--- config.mk ---
export PLATFORM = sky130hd
export DESIGN_NAME = key_led_ctrl
export DESIGN_NICKNAME = d
export VERILOG_FILES = /design/src/rtl/key_led_pkg.sv /design/src/rtl/key_debounce.sv /design/src/rtl/key_led_ctrl.sv
export SDC_FILE = /design/constraint.sdc
export NUM_CORES = 1
export LEC_CHECK = 0
export CAP_MARGIN = 15
export CORE_UTILIZATION = 28
export CTS_CLUSTER_DIAMETER = 150
export DETAILED_ROUTE_END_ITERATION = 8
export SLEW_MARGIN = 20
export SYNTH_ARGS = -nofsm -noshare
export SYNTH_HDL_FRONTEND = slang
export SYNTH_SLANG_ARGS = --single-unit
--- constraint.sdc ---
create_clock -name clk -period 7.3 [get_ports clk]
set_clock_uncertainty 0.2 [all_clocks]
set_input_delay 1.095 -clock clk [delete_from_list [all_inputs] [get_ports clk]]
set_output_delay 1.095 -clock clk [all_outputs]
set_load 0.1 [all_outputs]
--- src/rtl/key_led_pkg.sv ---
// Shared types and helpers for the key/LED controller: per-channel FSM states
// and a counter width helper.
package key_led_pkg;

    typedef enum logic [1:0] {
        IDLE    = 2'd0,
        PRESSED = 2'd1,
        LONG    = 2'd2
    } key_state_e;

    // Bits needed for a counter of max_count states, never less than one.
    function automatic int cnt_width(input int max_count);
        return (max_count > 1) ? $clog2(max_count) : 1;
    endfunction

endpackage

--- src/rtl/key_debounce.sv ---
// One key channel: 2-flop synchronizer, mismatch-count debouncer and an arm flag
// that is raised only after the key has been seen stably released.
module key_debounce
    import key_led_pkg::*;
#(
    parameter int DB_CYCLES = 1000000
) (
    input  logic clk,
    input  logic rst,
    input  logic i_key,
    output logic o_level,
    output logic o_armed
);

    localparam int DB_W  = cnt_width(DB_CYCLES);
    localparam int ARM_W = cnt_width(DB_CYCLES + 2);
    localparam logic [DB_W-1:0]  DB_LAST  = DB_W'(DB_CYCLES - 1);
    localparam logic [ARM_W-1:0] ARM_LAST = ARM_W'(DB_CYCLES + 1);

    logic             r_sync1;
    logic             r_sync2;
    logic             r_level;
    logic [DB_W-1:0]  r_cnt;
    logic [ARM_W-1:0] r_arm_cnt;
    logic             r_armed;

    always_ff @(posedge clk) begin
        if (rst) begin
            r_sync1   <= 1'b1;
            r_sync2   <= 1'b1;
            r_level   <= 1'b1;
            r_cnt     <= '0;
            r_arm_cnt <= '0;
            r_armed   <= 1'b0;
        end else begin
            r_sync1 <= i_key;
            r_sync2 <= r_sync1;
            if (r_sync2 != r_level) begin
                if (r_cnt == DB_LAST) begin
                    r_level <= r_sync2;
                    r_cnt   <= '0;
                end else begin
                    r_cnt <= r_cnt + DB_W'(1);
                end
            end else begin
                r_cnt <= '0;
            end
            // The arm window is longer than the two post-reset cycles in which the
            // synchronizer still shows its reset value, so a key held through
            // reset can never arm before it is really released.
            if (!r_armed) begin
                if (r_sync2 && r_level) begin
                    if (r_arm_cnt == ARM_LAST) begin
                        r_armed <= 1'b1;
                    end else begin
                        r_arm_cnt <= r_arm_cnt + ARM_W'(1);
                    end
                end else begin
                    r_arm_cnt <= '0;
                end
            end
        end
    end

    assign o_level = r_level;
    assign o_armed = r_armed;

endmodule

--- src/rtl/key_led_ctrl.sv ---
// Multi-channel key-to-LED controller: short press toggles the LED, long press
// toggles blink mode; all channels run independently off one blink timebase.
module key_led_ctrl
    import key_led_pkg::*;
#(
    parameter int NUM_KEYS     = 4,
    parameter int DB_CYCLES    = 1000000,
    parameter int LONG_CYCLES  = 50000000,
    parameter int BLINK_CYCLES = 12500000
) (
    input  logic                clk,
    input  logic                rst,
    input  logic [NUM_KEYS-1:0] key,
    output logic [NUM_KEYS-1:0] led,
    output logic [NUM_KEYS-1:0] short_pulse,
    output logic [NUM_KEYS-1:0] long_pulse
);

    localparam int HOLD_W  = cnt_width(LONG_CYCLES);
    localparam int BLINK_W = cnt_width(BLINK_CYCLES);
    localparam logic [HOLD_W-1:0]  HOLD_LAST  = HOLD_W'(LONG_CYCLES - 1);
    localparam logic [HOLD_W-1:0]  HOLD_MAX   = '1;
    localparam logic [BLINK_W-1:0] BLINK_LAST = BLINK_W'(BLINK_CYCLES - 1);

    logic [BLINK_W-1:0] r_blink_cnt;
    logic               r_blink_phase;

    always_ff @(posedge clk) begin
        if (rst) begin
            r_blink_cnt   <= '0;
            r_blink_phase <= 1'b0;
        end else if (r_blink_cnt == BLINK_LAST) begin
            r_blink_cnt   <= '0;
            r_blink_phase <= ~r_blink_phase;
        end else begin
            r_blink_cnt <= r_blink_cnt + BLINK_W'(1);
        end
    end

    for (genvar gi = 0; gi < NUM_KEYS; gi++) begin : gen_ch
        logic              w_level;
        logic              w_armed;
        key_state_e        r_state;
        key_state_e        w_state_next;
        logic              w_fire_short;
        logic              w_fire_long;
        logic [HOLD_W-1:0] r_hold_cnt;
        logic              r_led_on;
        logic              r_blink_en;
        logic              r_short;
        logic              r_long;
        logic              r_led;

        key_debounce #(
            .DB_CYCLES (DB_CYCLES)
        ) u_debounce (
            .clk     (clk),
            .rst     (rst),
            .i_key   (key[gi]),
            .o_level (w_level),
            .o_armed (w_armed)
        );

        always_comb begin
            w_state_next = r_state;
            w_fire_short = 1'b0;
            w_fire_long  = 1'b0;
            case (r_state)
                IDLE: begin
                    if (w_armed && !w_level) w_state_next = PRESSED;
                end
                PRESSED: begin
                    if (w_level) begin
                        w_state_next = IDLE;
                        w_fire_short = 1'b1;
                    end else if (r_hold_cnt == HOLD_LAST) begin
                        w_state_next = LONG;
                        w_fire_long  = 1'b1;
                    end
                end
                LONG: begin
                    if (w_level) w_state_next = IDLE;
                end
                default: w_state_next = IDLE;
            endcase
        end

        always_ff @(posedge clk) begin
            if (rst) begin
                r_state    <= IDLE;
                r_hold_cnt <= '0;
                r_led_on   <= 1'b0;
                r_blink_en <= 1'b0;
                r_short    <= 1'b0;
                r_long     <= 1'b0;
                r_led      <= 1'b0;
            end else begin
                r_state <= w_state_next;
                // Cleared whenever not pressed, so every press starts counting at zero.
                if (r_state != PRESSED) begin
                    r_hold_cnt <= '0;
                end else if (r_hold_cnt != HOLD_MAX) begin
                    r_hold_cnt <= r_hold_cnt + HOLD_W'(1);
                end
                r_short <= w_fire_short;
                r_long  <= w_fire_long;
                if (w_fire_short) r_led_on   <= ~r_led_on;
                if (w_fire_long)  r_blink_en <= ~r_blink_en;
                r_led <= r_led_on & (r_blink_en ? r_blink_phase : 1'b1);
            end
        end

        assign led[gi]         = r_led;
        assign short_pulse[gi] = r_short;
        assign long_pulse[gi]  = r_long;
    end

endmodule

== Yosys cells after proc, flatten, opt, wreduce, memory -nomap -nowiden ==
Index checks and enable logic that the tools add are counted.

* Flip-flop bits (word level): 333
* Latch bits: 0
* RAM bits: 0
* Memory bits (read-only): 0
* Input port bits: 6
* Output and inout bits: 12
* Word-level logic and storage cells: 238
* Memories: 0

* Add/sub/neg operators: 13
* $mul: 0
* Divide/modulo/power cells: 0
* Magnitude comparators: 0
* Eq/ne operators: 49
* Shift-type cells: 0
* Mux-type cells: 64
* Bitwise logic cells: 21
* Reductions and logical operators: 37

{| class="wikitable"
|+ Operator list
! operator !! count
|-
| $add 20x1->20 const B || 8
|-
| $eq 20x20->1 const B || 8
|-
| $mux 20 || 8
|-
| $add 26x1->26 const B || 4
|-
| $eq 26x26->1 const B || 4
|-
| $ne 26x26->1 const B || 4
|-
| $mux 1 || 36
|-
| $mux 2 || 16
|-
| $add 24x1->24 const B || 1
|-
| $eq 24x24->1 const B || 1
|-
| $pmux 2 s3 || 4
|-
| $not 1->1 || 17
|-
| $ne 2x1->1 const B || 8
|-
| $ne 2x2->1 const B || 8
|-
| $reduce_and 2->1 || 8
|-
| $ne 3x2->1 const B || 4
|-
| $reduce_and 3->1 || 4
|-
| $reduce_or 3->1 || 4
|-
| $reduce_or 2->1 || 5
|-
| $eq 2x1->1 const B || 4
|-
| $eq 2x2->1 const B || 4
|-
| $logic_and 1x1->1 || 8
|-
| $logic_not 2->1 || 4
|-
| $and 1x1->1 || 4
|-
| 2 further kinds || 8
|}

== Depth between registers and ports, before layout ==
Gate-level depths: netlist (run 1).

* Word-level depth: 4
* Mapped depth: 8

== Cells and area by module ==
From an unflattened synthesis (run 1), not the netlist that was laid out.

* Cells, all modules: 1,874
* Area total of the unflattened synthesis: 15,879.0 µm²

{| class="wikitable"
|+ Modules (own cells, without submodules)
! module !! instances !! cells each !! area an instance (µm²) !! sequential area each (µm²)
|-
| key_debounce || 4 || 246 || 2,088.3 || 880.8
|-
| key_led_ctrl || 1 || 890 || 7,526.0 || 3,143.0
|}

== Worst setup path before layout (run 1) ==
Ideal clock, no wire load.

* Kind: register to register
* Start: reg gen_ch[3].r_hold_cnt[7]
* End: reg gen_ch[3].r_blink_en
* Library setup time: 0.131 ns
* Arrival: 2.156 ns
* Required time: 6.969 ns
* Path slack: 4.813 ns
* Stages on the path, launching flop included: 6
* Path buffers: 0
* Clock period less this slack: 2.487 ns
* Path through: dfxtp_1 > or4_1 > or4_1 > or4_4 > o311ai_1 > o41ai_1

* Cells in the longest elaborated chain, start to end: 4

{| class="wikitable"
|+ Ends and longest elaborated chain
! item !! line !! source
|-
| start, declared || key_led_ctrl.sv:47 || <nowiki>logic [HOLD_W-1:0] r_hold_cnt;</nowiki>
|-
| start signal, assigned || key_led_ctrl.sv:103 || <nowiki>r_hold_cnt <= r_hold_cnt + HOLD_W'(1);</nowiki>
|-
| $eq 26x26->1 || key_led_ctrl.sv:76 || <nowiki>end else if (r_hold_cnt == HOLD_LAST) begin</nowiki>
|-
| $mux 1 || key_led_ctrl.sv:76 ||
|-
| $mux 1 || key_led_ctrl.sv:73 || <nowiki>if (w_level) begin</nowiki>
|-
| $mux 1 || key_led_ctrl.sv:68 || <nowiki>case (r_state)</nowiki>
|-
| end signal, assigned || key_led_ctrl.sv:108 || <nowiki>if (w_fire_long) r_blink_en <= ~r_blink_en;</nowiki>
|-
| end, declared || key_led_ctrl.sv:49 || <nowiki>logic r_blink_en;</nowiki>
|}

Every way passes these cells.
A chain may end at the register's enable or synchronous reset.

== Worst setup path in the final report (run 1) ==
* Start: reg gen_ch[2].r_long
* End: out long_pulse[2]

{| class="wikitable"
|+ RTL lines
! item !! line !! source
|-
| start, declared || key_led_ctrl.sv:51 || <nowiki>logic r_long;</nowiki>
|-
| start signal, assigned || key_led_ctrl.sv:106 || <nowiki>r_long <= w_fire_long;</nowiki>
|-
| end, declared || key_led_ctrl.sv:16 || <nowiki>output logic [NUM_KEYS-1:0] long_pulse</nowiki>
|}

No word-level cell between the ends.

==> results_dict.tcl, run 1 <==
set metrics [dict create \
    layout_common_cells "dfxtp_1 (333), nor2_1 (273), nand2_1 (142), nand3_1 (114), xor2_1 (94)" \
    htree_levels 2 \
    period_share 0.458 \
    drive_above_1_share 0.0586 \
    preCtsSetupSlack_ps 3570 \
    worstPathArrival_ps 2050 \
    slew_violations 0 \
    drtAntennaViolNets 0 \
    nNetsFinal 1874 \
    netlist.top_cell.by_area "dfxtp_1" \
    drc 0 \
    async_reset_ff_frac 0 \
    fin_cells 2624 \
    initial_core_util 0.283 \
    crit_path_start_kind "flip-flop" \
    post_cts_buffers 0 \
    setup_slack_ps 3960 \
    cp_slowest_stage_delay_ps 1200 \
    grt_pass1_wl_um 56200 \
    max_freq_mhz 299 \
    crit_fanout 1 \
    cp_num_buf_inv 1 \
    die_w_um 238 \
    hold_class "reg -> reg" \
    synthesis.nets 1874 \
    dieArea_um2 56600 \
    yosys_warnings 0 \
    firstDrtPassIters 5 \
    period_needed_ps 3340 \
    placed_area_um2 16500 \
    io_pins 18 \
    worst_slew_pin_slew_ps 1070 \
    endpoint_kind "output port" \
    cp.depth 1 \
    gp_congestion 0.808 \
    post_synth.cell_area_avg_um2 8.43 \
    finish.instance_area_um2 17900 \
    syn-instance-count 1847 \
    hold_depth 1 \
    hold_violations 0 \
    cts_root_buf "clkbuf_16" \
    r2r_cells 6 \
    die_y_um 238 \
    worstSetupPathType "reg -> out" \
    outcome "completed" \
    fin_util 0.325 \
    critical_path.cell_chain "clkdlybuf4s50_1" \
    diodes 0 \
    area_growth_pct 14.6 \
    multi_input_area_um2 8490 \
    relSlewSlack 0.282 \
    grt-ovfl-total 0 \
    ys_seq_area_frac 0.428 \
    routed_wl_um 32600 \
    finalSetupViolations 0 \
    vias 13000 \
    synth_edf_count 0 \
    synth_cell_types 60 \
    core_area_um2 55000 \
    p_leak_nw 5.68 \
    grt_max_degree 69 \
    cts_resized 0 \
    synth-seq-cells 333 \
    ir_worst_vdd_mv 0.134 \
    cts_buffers 38 \
    clock_path_buffers 3 \
    ctsHoldBuffers 0 \
    path_clk_slew_ps 60 \
    layout_commonest_cell "dfxtp_1" \
    fin_tns_setup_ps 0 \
    ys_top_cells_by_area "dfxtp_1 (43%), nor2_1 (6.6%), xor2_1 (5.3%)" \
    rows 86 \
    p_per_area_nw_per_um2 223 \
    synth_top_area_frac 0.428 \
    synthesis.area_um2 15600 \
    grt_pass1_vias 12000 \
    antenna_found_initial 0 \
    clk_latency_ps 540 \
    synth_ff_type "dfxtp_1" \
    dp_hpwl_um 22000 \
    cts_num_sinks 333 \
    vias_per_cell 4.95 \
    rsz0062_at_grt "no" \
    cp_top_family "buffers and inverters" \
    worst_hold_slack_ps 247 \
    required_ps 6000 \
    cap_violations 0 \
    placedCellCount 2555 \
    drt-wirelength-per-cell_um 12.4 \
    globalRouteTotalUtil 0.114 \
    cp_slowest_cell "clkdlybuf4s50_1" \
    port_buffers 17 \
    cts_tree "built" \
    fill_cells 5647 \
    drtIter0Drc 977 \
    p_total_mw 3.97 \
    regArea_um2 6670 \
]
## synth_stat cells, types with 15 or more instances
master and count:
dfxtp_1 333, nor4b_1 15, clkbuf_1 54, nand3_1 114, xor2_1 94, and3_1 48, nand2b_1 18, and4_1 34
xnor2_1 88, nor2_1 273, nand3b_1 16, nor3_1 48, and2_1 17, o21ai_0 54, nand2_1 142, a21oi_1 80
or3_1 42, inv_1 38, or4_1 24, ha_1 21, nor4_1 45, nand4_1 78
## area by class of cell
type / count / share of cell area
clock inverter: 21 / 0.0175
sequential: 333 / 0.373
inverter: 38 / 0.00799
tap: 748 / 0.0524
clock buffer: 48 / 0.0599
multi-input combinational: 1409 / 0.475
timing repair buffer: 27 / 0.0135
## kinds of logic after synthesis
| logic type | Yosys count | synth area share |
|---|---|---|
| buffers and inverters | 105 | 0.0283 |
| and+or+nand+nor | 970 | 0.328 |
| xor gates and xnor gates | 182 | 0.102 |
| adders and majority gates | 21 | 0.0169 |
| AOI/OAI and AO/OA | 222 | 0.0880 |
| muxes | 14 | 0.00899 |
| DFF | 333 | 0.428 |
## registers in the layout (all words and copies together) (netlist names), 8 cells and up
register and flops:
gen_ch.r_hold_cnt 104, gen_ch.r_state 8, gen_ch.u_debounce.r_arm_cnt 80, gen_ch.u_debounce.r_cnt 80, r_blink_cnt 24
## report_power, final
group / internal, mW / total [mW] / switching [mW] / leakage [nW]
logic: 0.0231 / 0.0655 / 0.0424 / 2.32
clock network: 1.29 / 2.07 / 0.780 / 0.679
registers: 1.83 / 1.84 / 0.0105 / 2.69
## path summary, 6_finish.rpt
check / to / startpoint / slack, ps
setup / recovery: long_pulse[2] / gen_ch[2].r_long / 3960
hold / removal: gen_ch[3].u_debounce.r_sync2 / gen_ch[3].u_debounce.r_sync1 / 250
setup reg to reg: gen_ch[2].r_hold_cnt[1] / gen_ch[2].r_hold_cnt[0] / 4490
hold reg to reg: gen_ch[3].u_debounce.r_sync2 / gen_ch[3].u_debounce.r_sync1 / 250
## per-layer routing
metal  track usage  vias up  share of wire
met2         0.185      205           0.45
li1              -     6627              -
met5             0        -              0
met4        0.0328        0          0.017
met1         0.154     6112           0.49
met3        0.0216       46          0.040
Note: power is estimated with default switching activity, not from simulation.
==> run 2: changes to the inputs <==
- clock period: 7.3 -> 2.7 ns (I/O delays scaled with it)
==> run 2 against run 1 <==
Effect of this change:
- final cell count is 1.3% higher
- first-iteration DRC count is 24% lower
- combinational power grew to 2.9 times the previous value
- total power grew to 2.6 times the previous value
- clock-buffer cell count is 5 higher
- global-route usage is 0.26 points higher
- sequential share of layout area is 0.25 points lower
- largest cell class unchanged
==> results_dict.tcl, run 2 (synthesis gave the netlist of run 1 again) <==
set metrics [dict create \
    path_clk_slew_ps 50 \
    worstSetupPathType "reg -> reg" \
    grt-ovfl-total 0 \
    ir_worst_vdd_mv 0.354 \
    io_pins 18 \
    core_area_um2 55000 \
    layout_commonest_cell "dfxtp_1" \
    p_total_mw 10.2 \
    vias_per_cell 4.90 \
    fin_tns_setup_ps 0 \
    post_cts_buffers 0 \
    fill_cells 5651 \
    dp_hpwl_um 22700 \
    switching_share 0.213 \
    hold_class "in -> reg" \
    cts_root_buf "clkbuf_16" \
    relSlewSlack 0.473 \
    cts_buffers 39 \
    power_switching_mw 2.18 \
    pwr-share-seq 0.486 \
    gp_congestion 0.821 \
    nNetsFinal 1910 \
    pwr-share-comb 0.018 \
    worst_hold_slack_ps 199 \
    clk_latency_ps 550 \
    largestRegisters "gen_ch.r_hold_cnt: 104 flops, gen_ch.u_debounce.r_arm_cnt: 80 flops, gen_ch.u_debounce.r_cnt: 80 flops" \
    firstDrtPassIters 4 \
    top_register "gen_ch.r_hold_cnt" \
    routed_wl_um 33000 \
    htree_levels 2 \
    required_ps 2910 \
    largest_register_ffs 104 \
    drt-wirelength-per-cell_um 12.4 \
    clockPowerShare 0.496 \
    globalRouteTotalUtil 0.117 \
    die_w_um 238 \
    rows 86 \
    outcome "completed" \
    max_freq_mhz 388 \
    crit_path_start_kind "flip-flop" \
    initial_core_util 0.283 \
    vias 13000 \
    cts_resized 0 \
    preCtsSetupSlack_ps 130 \
    grt_pass1_wl_um 57600 \
    drtIter0Drc 741 \
    grt_pass1_vias 12300 \
    die_y_um 238 \
    clock_path_buffers 3 \
    p_per_area_nw_per_um2 569 \
    hold_violations 0 \
    endpoint_kind "flip-flop" \
    crit_fanout 5 \
    area_growth_pct 15.4 \
    period_needed_ps 2580 \
    layout_common_cells "dfxtp_1 (333), nor2_1 (273), nand2_1 (142), nand3_1 (114), xor2_1 (94)" \
    setup_slack_ps 125 \
    cts_tree "built" \
    multi_input_area_um2 8480 \
    drc 0 \
    p_int_mw 8.05 \
    worstPathArrival_ps 2790 \
    port_buffers 17 \
    drtAntennaViolNets 0 \
    p_leak_nw 5.83 \
    cts_num_sinks 333 \
    diodes 0 \
    period_share 0.954 \
    slew_violations 0 \
    regArea_um2 6670 \
    rsz0062_at_grt "no" \
    ctsHoldBuffers 0 \
    finalSetupViolations 0 \
    cap_violations 0 \
    dieArea_um2 56600 \
    drive_above_1_share 0.0775 \
    worst_slew_pin_slew_ps 781 \
    grt_max_degree 69 \
    antenna_found_initial 0 \
]
run 2: cell count changes in the layout (fill, tap and decap cells not counted), sizes merged:
cell / delta
clkinvlp: -1
clkbuf: +5
buf: +47
inv: -1
bufinv: -5
clkdlybuf4s50: -12
run 2: final cells by class:
| type | instances | share of cell area |
|---|---|---|
| Multi-Input combinational cell | 1409 | 0.472 |
| Sequential cell | 333 | 0.371 |
| Clock buffer | 53 | 0.0612 |
| Tap cell | 748 | 0.0521 |
| Timing Repair Buffer | 62 | 0.0284 |
| Inverter | 38 | 0.00794 |
| Clock inverter | 14 | 0.00766 |
run 2: path summary, 6_finish.rpt:
check | startpoint | slack, ps | depth (start not counted) | end
max | gen_ch[3].r_hold_cnt[9] | 120 | 5 | gen_ch[3].r_blink_en
min | rst | 200 | 3 | gen_ch[3].r_led_on
max reg2reg | gen_ch[3].r_hold_cnt[9] | 120 | 5 | gen_ch[3].r_blink_en
min reg2reg | gen_ch[3].u_debounce.r_sync1 | 220 | 1 | gen_ch[3].u_debounce.r_sync2
run 2: power by group through the flow:
stage | Combinational (mW) | Sequential (mW) | Clock [mW]
final | 0.188 | 4.97 | 5.07
after global routing | 0.215 | 4.97 | 5.47
after CTS | 0.190 | 4.97 | 5.26
after detailed placement | 0.188 | 5.08 | 0
after global placement | 0.184 | 5.08 | 0
after floorplan | 0.127 | 5.07 | 0
run 2: per-layer routing:
metal	track usage	share of wire
met5	0	0
met4	0.0338	0.017
met3	0.0205	0.031
met2	0.190	0.45
met1	0.159	0.50
run 2: through the flow:
| stage | utilization | cells | area (µm²) |
|---|---|---|---|
| 2_1_floorplan | - | 1847 | 15600 |
| 3_3_place_gp | 0.304 | 2590 | 16700 |
| 3_5_place_dp | 0.304 | 2590 | 16700 |
| 4_1_cts | 0.327 | 2657 | 18000 |
| 5_1_grt | 0.327 | 2657 | 18000 |
| 6_report | 0.327 | 2657 | 18000 |
run 2: worst max-delay path: stages (launching register included):
cell and delay, ps:
dfxtp_1 330, or4_1 510, or4_1 490, or4_4 520, o311ai_1 290, o41ai_1 110
==> run 3: changes to the inputs <==
- ABC_AREA: default -> 1
- CTS_CLUSTER_SIZE: default -> 40
- DONT_BUFFER_PORTS: default -> 1
==> run 3 against run 2 <==
Effect of this change:
- sequential share of layout area shrank 2.7 points
- critical path depth grew 5
- utilization shrank 1.9 points
- first-iteration DRC count grew 35%
- global-route usage grew 1.1 points
- highest routed layer is now met5
- die area grew 14%
- wire length grew 24%
- register-to-register slack gained 180 ps
- critical path type unchanged
==> results_dict.tcl, run 3 <==
set metrics [dict create \
    drt-wirelength-per-cell_um 11.2 \
    worstPathArrival_ps 2690 \
    syn-instance-count 2780 \
    cp_slowest_cell "dlygate4sd3_1" \
    io_pins 18 \
    finalSetupViolations 0 \
    layout_common_cells "nand2_1 (701), nor2_1 (514), inv_1 (358), dfxtp_1 (333), nand3_1 (223)" \
    fin_tns_setup_ps 0 \
    largestRegisters "gen_ch.r_hold_cnt: 104 flops, gen_ch.u_debounce.r_arm_cnt: 80 flops, gen_ch.u_debounce.r_cnt: 80 flops" \
    drtIter0Drc 998 \
    netlist.top_cell.by_area "dfxtp_1" \
    synth_ff_type "dfxtp_1" \
    preCtsSetupSlack_ps 414 \
    p_total_mw 7.73 \
    ys_top_cells_by_area "dfxtp_1 (37%), nand2_1 (15%), nor2_1 (11%)" \
    htree_levels 1 \
    globalRouteTotalUtil 0.128 \
    worstSetupPathType "reg -> reg" \
    clk_latency_ps 540 \
    fin_util 0.307 \
    post_cts_buffers 0 \
    hold_class "in -> reg" \
    yosys_warnings 0 \
    cts_num_sinks 333 \
    cts_buffers 12 \
    rsz0062_at_grt "no" \
    yosysMostFrequentCell "nand2_1" \
    die_y_um 254 \
    ir_worst_vdd_mv 0.322 \
    ys_seq_area_frac 0.374 \
    cp_top_family "simple AND/OR/NAND/NOR gates" \
    drive_above_1_share 0.0459 \
    routed_wl_um 40800 \
    antenna_found_initial 3 \
    cp_slowest_stage_delay_ps 550 \
    relSlewSlack 0.342 \
    hold_violations 0 \
    drtAntennaViolNets 0 \
    top_register "gen_ch.r_hold_cnt" \
    cp_num_buf_inv 2 \
    post_synth.cell_area_avg_um2 6.41 \
    dp_hpwl_um 30200 \
    crit_fanout 17 \
    synth-seq-cells 333 \
    rows 92 \
    gp_congestion 0.896 \
    worst_slew_pin_slew_ps 983 \
    cts_tree "built" \
    core_area_um2 63000 \
    required_ps 3000 \
    period_needed_ps 2390 \
    period_share 0.886 \
    cts_root_buf "clkbuf_16" \
    path_clk_slew_ps 150 \
    cap_violations 0 \
    p_per_area_nw_per_um2 399 \
    synthesis.area_um2 17800 \
    area_growth_pct 8.61 \
    outcome "completed" \
    crit_top_cell "nand2_1" \
    firstDrtPassIters 5 \
    slew_violations 0 \
    grt_max_degree 55 \
    largest_register_ffs 104 \
    synth_top_area_frac 0.374 \
    critical_path.cell_chain "ha_1, nand2_1, inv_1, nand2_1, nor2_1, nand3_1, nand2_2, nand2_1, a21oi_1, dlygate4sd3_1" \
    p_leak_nw 7.12 \
    nNetsFinal 2813 \
    setup_slack_ps 307 \
    port_buffers 0 \
    initial_core_util 0.283 \
    crit_path_start_kind "flip-flop" \
    grt-ovfl-total 0 \
    vias 16300 \
    synth_edf_count 0 \
    async_reset_ff_frac 0 \
    layout_commonest_cell "nand2_1" \
    endpoint_kind "flip-flop" \
    grt_pass1_wl_um 71300 \
    dieArea_um2 64700 \
    vias_per_cell 4.48 \
    die_w_um 254 \
    max_freq_mhz 418 \
    synthesis.nets 2807 \
    synth_cell_types 45 \
    drc 0 \
    synth_common_cells "nand2_1 (702), nor2_1 (514), inv_1 (358)" \
    clock_path_buffers 3 \
    grt_pass1_vias 15400 \
]
[run 3: report_power, final]
group          total (mW)  internal (mW)  switching [mW]
logic               0.163         0.0569           0.106
clock network        2.61          0.999            1.61
registers            4.96           4.94          0.0223
[run 3: worst paths after layout]
kind | start | to | slack [ps] | depth (start not counted)
min reg2reg | gen_ch[0].u_debounce.r_sync1 | gen_ch[0].u_debounce.r_sync2 | 230 | 1
max | gen_ch[2].u_debounce.o_level | gen_ch[2].u_debounce.r_arm_cnt[5] | 310 | 10
max reg2reg | gen_ch[2].u_debounce.o_level | gen_ch[2].u_debounce.r_arm_cnt[5] | 310 | 10
min | rst | gen_ch[1].r_hold_cnt[18] | 30 | 4
[run 3: through the flow]
stage | instance area (µm²) | hold slack [ps] | cells
after detailed placement | 18900 | 201 | 3611
after CTS | 19400 | 7.75 | 3635
after global routing | 19400 | 17.9 | 3636
final | 19400 | 32.6 | 3636
after floorplan | 17800 | 189 | 2780
after global placement | 18900 | 201 | 3611
[run 3: final cells by class]
type | count | area [µm²]
fillers | 6905 | 43600
multi-input cells | 2023 | 9470
flip-flops and latches | 333 | 6670
inverters | 368 | 1390
well taps | 846 | 1060
repair buffers | 48 | 395
clock buffers | 13 | 325
clock inverters | 4 | 58.8
diodes | 1 | 2.50
[run 3: worst reg2reg max path, cell delays in order, from the launching register on]
cell and delay, ps:
dfxtp_1 430, ha_1 200, nand2_1 80, inv_1 60, nand2_1 50, nor2_1 80, nand3_1 160, nand2_2 320
nand2_1 90, a21oi_1 140, dlygate4sd3_1 550
[run 3: kinds of logic after synthesis]
logic type	count (synthesis)	share of synthesized area
AO/OA/AOI/OAI	220	0.0663
XOR/XNOR	75	0.0369
adder cells (fa/ha/maj)	21	0.0147
flip-flops	333	0.374
buffers and inverters	424	0.0951
AND/OR/NAND/NOR	1707	0.413
[run 3: repair_timing]
action	in CTS	in global routing
hold buffers	7	0
hold endpoints to repair	57	0
endpoints found under the setup margin	0	1
gates resized for setup	0	1
[run 3: layer usage]
metal	global-route usage	routed length [µm]	vias to the layer above
met5	0	31	-
met4	0.0258	605	4
met3	0.0127	1410	37
met2	0.217	18200	222
met1	0.176	20600	7197
li1	-	-	8814
